===== src/rtl/alu_arbiter.sv =====
`default_nettype none
`timescale 1ns / 1ps
// ============================================================================
// Module      : alu_arbiter
// Description : Round-robin front end sharing one combinational 8-bit ALU
//               between two requesters, with multicycle multiply window.
// Revision    : 1.0
// ============================================================================

module alu_arbiter #(
  parameter int MUL_CYCLES = 2,
  parameter int CNT_W      = 16
) (
  input  logic             clk,
  input  logic             rst_n,

  input  logic             req0_valid,
  output logic             req0_ready,
  input  logic [3:0]       req0_opcode,
  input  logic [7:0]       req0_in1,
  input  logic [7:0]       req0_in2,

  input  logic             req1_valid,
  output logic             req1_ready,
  input  logic [3:0]       req1_opcode,
  input  logic [7:0]       req1_in1,
  input  logic [7:0]       req1_in2,

  output logic [3:0]       alu_opcode,
  output logic [7:0]       alu_in1,
  output logic [7:0]       alu_in2,
  input  logic [15:0]      alu_result,

  output logic             rsp_valid,
  input  logic             rsp_ready,
  output logic [15:0]      rsp_result,
  output logic             rsp_id,
  output logic             rsp_err,

  output logic             busy,
  output logic [CNT_W-1:0] ops_done
);

  localparam logic [1:0] IDLE = 2'd0;
  localparam logic [1:0] EXEC = 2'd1;
  localparam logic [1:0] RESP = 2'd2;

  localparam logic [3:0] OP_MUL   = 4'b0010;
  localparam logic [3:0] OP_UNDEF = 4'b1111;
  localparam logic [3:0] MUL_LOAD = 4'(MUL_CYCLES - 1);

  logic [1:0] state;
  logic       rr_ptr;
  logic [3:0] exec_cnt;

  logic       grant0;
  logic       grant1;
  logic       accept;
  logic       sel_id;
  logic [3:0] sel_opcode;
  logic [7:0] sel_in1;
  logic [7:0] sel_in2;

  // A lone valid always wins; on contention rr_ptr picks the requester.
  always_comb begin
    grant0 = req0_valid & (~req1_valid | ~rr_ptr);
    grant1 = req1_valid & (~req0_valid |  rr_ptr);
  end

  // Ready is gated by rst_n so nothing is accepted while reset is held.
  assign req0_ready = rst_n & (state == IDLE) & grant0;
  assign req1_ready = rst_n & (state == IDLE) & grant1;
  assign accept     = req0_ready | req1_ready;

  always_comb begin
    sel_id     = req1_ready;
    sel_opcode = req1_ready ? req1_opcode : req0_opcode;
    sel_in1    = req1_ready ? req1_in1    : req0_in1;
    sel_in2    = req1_ready ? req1_in2    : req0_in2;
  end

  assign rsp_valid = (state == RESP);
  assign busy      = (state != IDLE);

  always_ff @(posedge clk or negedge rst_n) begin
    if (!rst_n) begin
      state      <= IDLE;
      rr_ptr     <= 1'b0;
      exec_cnt   <= 4'd0;
      alu_opcode <= 4'd0;
      alu_in1    <= 8'd0;
      alu_in2    <= 8'd0;
      rsp_result <= 16'd0;
      rsp_id     <= 1'b0;
      rsp_err    <= 1'b0;
      ops_done   <= '0;
    end else begin
      case (state)
        IDLE: begin
          if (accept) begin
            alu_opcode <= sel_opcode;
            alu_in1    <= sel_in1;
            alu_in2    <= sel_in2;
            rsp_id     <= sel_id;
            rr_ptr     <= ~sel_id;
            exec_cnt   <= (sel_opcode == OP_MUL) ? MUL_LOAD : 4'd0;
            state      <= EXEC;
          end
        end
        EXEC: begin
          if (exec_cnt == 4'd0) begin
            rsp_result <= alu_result;
            rsp_err    <= (alu_opcode == OP_UNDEF);
            state      <= RESP;
          end else begin
            exec_cnt <= exec_cnt - 4'd1;
          end
        end
        RESP: begin
          if (rsp_ready) begin
            ops_done <= ops_done + 1'b1;
            state    <= IDLE;
          end
        end
        default: state <= IDLE;
      endcase
    end
  end

endmodule

`default_nettype wire


===== config.mk =====
export PLATFORM = sky130hd
export DESIGN_NAME = alu_arbiter
export DESIGN_NICKNAME = d
export VERILOG_FILES = /design/src/rtl/alu_arbiter.sv
export SDC_FILE = /design/constraint.sdc
export NUM_CORES = 1
export LEC_CHECK = 0
export CORE_MARGIN = 2
export CORE_UTILIZATION = 40
export CTS_BUF_LIST = sky130_fd_sc_hd__clkbuf_4 sky130_fd_sc_hd__clkbuf_8
export CTS_CLUSTER_DIAMETER = 50
export CTS_CLUSTER_SIZE = 24
export DETAILED_ROUTE_END_ITERATION = 12
export PLACE_DENSITY = 0.77
export SLEW_MARGIN = 10
export SYNTH_ARGS = -nofsm -noshare
export SYNTH_HDL_FRONTEND = slang
export SYNTH_SLANG_ARGS = --single-unit
export TNS_END_PERCENT = 20

===== constraint.sdc =====
create_clock -name clk -period 2.65 [get_ports clk]
set_input_delay 0.795 -clock clk [delete_from_list [all_inputs] [get_ports clk]]
set_output_delay 0.795 -clock clk [all_outputs]
set_load 0.02 [all_outputs]

==> results of run 1 <==
-- cell families (layout without fill, tap and decap cells) --
family	Yosys count	count (layout)	share of synthesized area
simple gates	60	60	0.119
xor+xnor	15	15	0.0492
fa+ha+maj	3	3	0.0141
compound gates	30	30	0.0839
buf+inv	27	161	0.0525
mux	27	27	0.109
flops	61	61	0.572
-- layer usage --
| metal | GRT usage | share of wire | vias to the layer above |
|---|---|---|---|
| li1 | - | - | 1042 |
| met2 | 0.305 | 0.46 | 83 |
| met3 | 0.0577 | 0.081 | 13 |
| met4 | 0.0851 | 0.022 | 0 |
| met1 | 0.238 | 0.43 | 1051 |
| met5 | 0 | 0 | - |
-- flip-flops by register name, summed over array words and instances (netlist names) --
name	cells
alu_in2	8
alu_opcode	4
alu_in1	8
rsp_err	1
rsp_id	1
rr_ptr	1
exec_cnt	4
rsp_result	16
state	2
ops_done	16
-- path summary, 6_finish.rpt --
kind / start / end / cells past startpoint
setup / recovery: req1_valid / req0_ready / 4
hold / removal: ops_done[15] / ops_done[15] / 1
setup reg to reg: exec_cnt[0] / rsp_result[5] / 5
hold reg to reg: ops_done[15] / ops_done[15] / 1
max in group asynchronous: rst_n / rsp_err / 2
min in group asynchronous: rst_n / rsp_result[0] / 2
-- through the flow --
| stage | worst slack, ns | power (mW) | util | TNS [ns] |
|---|---|---|---|---|
| after CTS | 0.00269 | 4.62 | 0.655 | 0 |
| after global routing | 0.0738 | 4.84 | 0.654 | 0 |
| final | 0.160 | 4.55 | 0.654 | 0 |
| after global placement | -0.272 | 3.54 | 0.617 | -0.497 |
| after floorplan | 0.294 | 2.65 | - | 0 |
| after detailed placement | -0.270 | 3.59 | 0.617 | -0.504 |
-- synth_stat cells, types with 2 or more instances --
cell type and n:
a222oi_1 12, and3_1 2, buf_2 3, buf_4 3, dfrtp_1 61, ha_1 3
inv_1 19, mux2_2 17, mux2i_1 10, nand2_1 23, nand2b_1 3, nand3_1 8
nand4_1 4, nor2_1 6, nor3_1 4, nor4b_1 2, o21ai_0 11, xnor2_1 10
xor2_1 5
-- power by group through the flow --
stage	sequential [mW]	combinational, mW	clock [mW]
floorplan	1.89	0.763	0
global placement	1.52	2.02	0
detailed placement	1.53	2.06	0
CTS	1.52	2.06	1.03
global route	1.57	2.19	1.08
finish	1.52	2.03	1.00
-- what timing repair did --
item / in CTS / in global routing
buffers inserted: 0 / 0
endpoints found under the setup margin: 2 / 2
resized for setup: 2 / 4
-- layout make-up --
type                            count  area [sq um]
Clock buffer                       11           151
Clock inverter                      4          95.1
Fill cell                         500          2210
Inverter                           19          71.3
Multi-Input combinational cell    135          1000
Sequential cell                    61          1530
Tap cell                           77          96.3
Timing Repair Buffer              127          1230
-- worst max-delay path, delay by kind of cell --
family,cells,cell delay [ns]
buffers and inverters,2,0.65
and+or+nand+nor,2,0.24
==> results by group, run 1 <==
Status
  – Run status: complete, no violations

Pwr
  – Switch Pwr: around 1.5 mW
  – Share of power burned in registers: 0.334
  – Clk pwr share: 0.220
  – P per Cell Area: 1090 mW/mm^2
  – Switch share: 0.338
  – Leak: between 1.5 and 2 nW
  – Pint: 3.01 mW
  – Combinational share of power: 0.446
  – Maximum VDD drop: between 0.6 and 0.7 mV

Yosys
  – Number of synthesized flops with an enable pin: 0
  – Synth cell types: 36
  – Syn nets: between 200 and 300
  – Top post-synthesis cells by area: dfrtp_1 57%, mux2_2 7.2%, a222oi_1 4.5%, mux2i_1 3.8%, xnor2_1 3.3%
  – Cell area after synthesis: between 0.002 and 0.003 sq mm
  – Flops & latches, synth: approximately 60
  – Post-synthesis sequential area ratio: 0.572
  – Top FF cell, synth: dfrtp_1
  – Syn Inst Count: 223
  – Async SR Flop Fraction: 1.00
  – Post-synth top area share: 0.572
  – Syn Area/Cell: 12.0 sq um
  – Yosys top cell by area: dfrtp_1
  – Yosys Warn Count: 0

Floorplanning
  – Height of the die: around 86 um
  – # rows: 29
  – Initial Util: 0.418
  – Core area: around 0.0064 sq mm
  – IO Pins: between 100 and 150
  – Die Wd: 85.7 um
  – Die area: 0.00734 sq mm

Cells and area
  – Most common cell after layout, fill and taps aside: clkdlybuf4s50_1
  – Syn-to-layout area delta: 56.5%
  – Design area: about 0.0042 sq mm
  – Most frequent cells in the layout: 115 x clkdlybuf4s50_1, 61 x dfrtp_1, 23 x nand2_1
  – Ratio of cells with drive above 1 in the final layout: 0.140
  – Nets: ~420
  – Final Non-Filler Cells: approximately 430
  – Antenna diodes: 0

Clock network
  – Clock sinks: a little over 60
  – Clock slew at reported path FFs: roughly 0.06 ns
  – H-tree levels: 3
  – Clock Path Buffers: 2
  – TritonCTS clock tree: yes
  – CTS buffer count: 9
  – Cts hold-fix bufs: 0
  – Worst-Skew Late Latency: approximately 0.33 ns
  – CTS root buf: clkbuf_8

GRT
  – First-pass GRT wire length: approximately 11 mm
  – Grt ovf: 0
  – Initial antenna violation count: 0
  – Largest net degree at the start of global routing: 62
  – GR Util All Layers: 0.190
  – Vias in the first global route: approximately 2.4k

Timing
  – Worst rel slew slack: 0.501
  – Final Critical Period: 2.49 ns
  – Final Max Tran Viols: 0
  – RSZ-0062 raised after global routing: no
  – Maximum clock rate: around 0.4 GHz
  – Worst hold slack: roughly 0.48 ns
  – Slew @ Worst Pin: about 0.75 ns
  – Final period util: 0.940
  – Clock skew: between 0.009 and 0.01 ns
  – Setup violators final: 0
  – Fin. Hold Viols: 0

Critical path
  – Crit end category: primary output
  – Crit path cell chain: clkdlybuf4s50_1 > nand2_1 > and3_1 > clkbuf_2
  – R2R setup slack: between 0.8 and 0.9 ns
  – Slowest stage delay, CP: ~0.5 ns
  – Critical path class: input port to primary output
  – CP startpoint kind: input port
  – Arrival @ worst endpoint: around 1.7 ns
  – Slowest cell on crit path: clkdlybuf4s50_1
  – Worst-path fanout max: 3
  – Worst Path Required: 1.86 ns

Detailed routing
  – First-pass DRT Iterations: 4
  – Routed vias: 2189
  – WL/cell: between 10 and 15 um
  – Via-to-Cell Ratio: between 5 and 6
  – Antenna viol nets, final: 0
  – Routed WL: roughly 6.5 mm
  – Initial DRC count: 94
  – Drc violations: 0

Placement
  – PortBufs: roughly 120
  – Placed cells: about 420
  – Post-place instance area: 0.00394 sq mm
  – GPL Wtd Cong: approximately 0.82
  – HPWL Detailed: 4.75 mm

Min path
  – Hold crit path type: register to register

Job
  – Max Cap Viol: 0
No activity file was read; power rests on OpenSTA's default activity.
==> inputs of run 2 (changes only) <==
--- a/config.mk
+++ b/config.mk
@@ -11,7 +11,7 @@
 export CTS_CLUSTER_DIAMETER = 50
 export CTS_CLUSTER_SIZE = 24
 export DETAILED_ROUTE_END_ITERATION = 12
-export PLACE_DENSITY = 0.77
+export DONT_BUFFER_PORTS = 1
 export SLEW_MARGIN = 10
 export SYNTH_ARGS = -nofsm -noshare
 export SYNTH_HDL_FRONTEND = slang
==> run 2 against run 1 <==
  * Utilization is 20 points lower
  * Routed wire length shrank 19%
  * Via count is 22% lower
  * Largest cell class unchanged
  * Critical endpoint is now req1_ready
  * Worst setup slack gained 0.22 ns
==> results by group, run 2 (synthesis gave the netlist of run 1 again) <==
Pwr
  – Switch share: 0.399
  – Switch Pwr: 1.40 mW
  – Maximum VDD drop: 0.499 mV
  – Leak: 1.34 nW
  – P per Cell Area: between 1000 and 1500 mW/mm^2
  – Share of power burned in registers: 0.555
  – Pint: 2.11 mW
  – Clk pwr share: 0.204
  – Combinational share of power: 0.241

Placement
  – GPL Wtd Cong: roughly 0.76
  – HPWL Detailed: between 3 and 4 mm
  – PortBufs: 0
  – Pre-CTS setup slack: a little over 0.4 ns
  – Post-place instance area: about 0.0027 sq mm

GRT
  – Grt ovf: 0
  – Initial antenna violation count: 0
  – Largest net degree at the start of global routing: 63
  – First-pass GRT wire length: a little under 9 mm
  – GR Util All Layers: 0.154
  – Vias in the first global route: 1781

Timing
  – Slew @ Worst Pin: about 0.57 ns
  – Worst rel slew slack: 0.614
  – Final Critical Period: ~2.3 ns
  – Clock skew: roughly 0.0052 ns
  – Worst setup margin: about 0.38 ns
  – Setup violators final: 0
  – Setup TNS: 0 ns
  – Final period util: 0.858
  – Final Max Tran Viols: 0
  – Fin. Hold Viols: 0
  – RSZ-0062 raised after global routing: no
  – Maximum clock rate: roughly 0.44 GHz

Detailed routing
  – Routed vias: roughly 1.7k
  – WL/cell: between 15 and 20 um
  – Initial DRC count: 119
  – First-pass DRT Iterations: 7
  – Via-to-Cell Ratio: between 5 and 6
  – Routed WL: roughly 5.3 mm
  – Antenna viol nets, final: 0
  – Drc violations: 0

Critical path
  – Crit end category: primary output
  – Buffers plus inverters on the worst setup path: 1
  – Critical path class: register to primary output
  – Cell family with most CP delay: simple AND/OR/NAND/NOR gates
  – Slowest stage delay, CP: 0.44 ns
  – Crit path cell chain: nor3b_2 > nand3_1 > inv_1
  – Arrival @ worst endpoint: about 1.5 ns
  – Slowest cell on crit path: dfrtp_1
  – CP startpoint kind: register
  – Worst Path Required: approximately 1.9 ns
  – Worst-path fanout max: 4

Floorplanning
  – Initial Util: 0.418
  – # rows: 29
  – Die Wd: 85.7 um
  – Die area: roughly 0.0073 sq mm
  – IO Pins: approximately 120
  – Height of the die: 85.7 um
  – Core area: roughly 0.0064 sq mm

Clock network
  – CTS buffer count: 9
  – Worst-Skew Late Latency: 0.33 ns
  – TritonCTS clock tree: yes
  – Number of setup buffers added after CTS: 0
  – Clock Path Buffers: 2
  – CTS root buf: clkbuf_8
  – Post-cts resize count: 0
  – Clock slew at reported path FFs: roughly 0.060 ns
  – Cts hold-fix bufs: 0
  – Clock sinks: 61
  – H-tree levels: 3

Status
  – Run status: complete, no violations

Job
  – Max Cap Viol: 0

Cells and area
  – Ratio of cells with drive above 1 in the final layout: 0.176
  – Top flop regs: ops_done (16), rsp_result (16)
  – Design area: slightly below 0.003 sq mm
  – Nets: a little under 300
  – Most common cell after layout, fill and taps aside: dfrtp_1
  – Syn-to-layout area delta: 8.25%
  – Antenna diodes: 0
  – Most frequent cells in the layout: 61 x dfrtp_1, 23 x nand2_1, 19 x inv_1

Min path
  – Hold crit path type: input port to asynchronous set/reset pin
-- run 2: cell count changes in the layout (fill, tap and decap cells not counted), sizes merged --
cell           change
clkdlybuf4s50    -115
buf                -7
bufinv             -3
clkinv             +1
-- run 2: power by group through the flow --
stage / Combinational (mW) / Clock, mW / Sequential, mW
after floorplan: 0.763 / 0 / 1.89
after detailed placement: 0.863 / 0 / 1.97
after global routing: 0.985 / 0.808 / 2.00
after global placement: 0.835 / 0 / 1.97
after CTS: 0.864 / 0.757 / 1.96
final: 0.846 / 0.719 / 1.95
-- run 2: final timing paths --
| check | from | end | slack [ns] | cells after the start |
|---|---|---|---|---|
| worst min-delay path | rst_n | alu_in1[5] | 0.16 | 0 |
| min in group clk | rr_ptr | rr_ptr | 0.50 | 1 |
| worst max-delay path | state[1] | req1_ready | 0.38 | 3 |
| worst max register to register | state[1] | alu_opcode[0] | 0.79 | 5 |
| worst min register to register | rr_ptr | rr_ptr | 0.50 | 1 |
| max in group asynchronous | rst_n | rsp_result[4] | 2.40 | 0 |
-- run 2: worst register-to-register path: stages (launching register included) --
cell	delay, ns
dfrtp_1	0.44
nor3b_2	0.29
and3_1	0.36
buf_4	0.35
mux2i_1	0.21
o21ai_0	0.09
-- run 2: per-stage QoR --
step / power, mW / cells / utilization / hold WS, ns
floorplan: 2.65 / 223 / - / 0.463
global placement: 2.81 / 295 / 0.426 / 0.495
detailed placement: 2.84 / 295 / 0.426 / 0.489
CTS: 3.58 / 310 / 0.452 / 0.132
global route: 3.79 / 310 / 0.452 / 0.120
finish: 3.52 / 310 / 0.452 / 0.158
-- run 2: layout make-up --
type                    instances  area, sq um
flip-flops and latches         61         1530
multi-input cells             135         1000
well taps                      77         96.3
clock inverters                 2         10.0
clock buffers                  13          160
fillers                       608         3500
inverters                      19         71.3
repair buffers                  3         22.5
-- run 2: per-layer routing --
| metal | track usage | routed length, um | share of wire | up-vias |
|---|---|---|---|---|
| met2 | 0.226 | 2370 | 0.45 | 92 |
| met1 | 0.186 | 2130 | 0.40 | 826 |
| met5 | 0 | 0 | 0 | - |
| met4 | 0.0476 | 57 | 0.011 | 0 |
| met3 | 0.0982 | 700 | 0.13 | 5 |
| li1 | - | - | - | 795 |
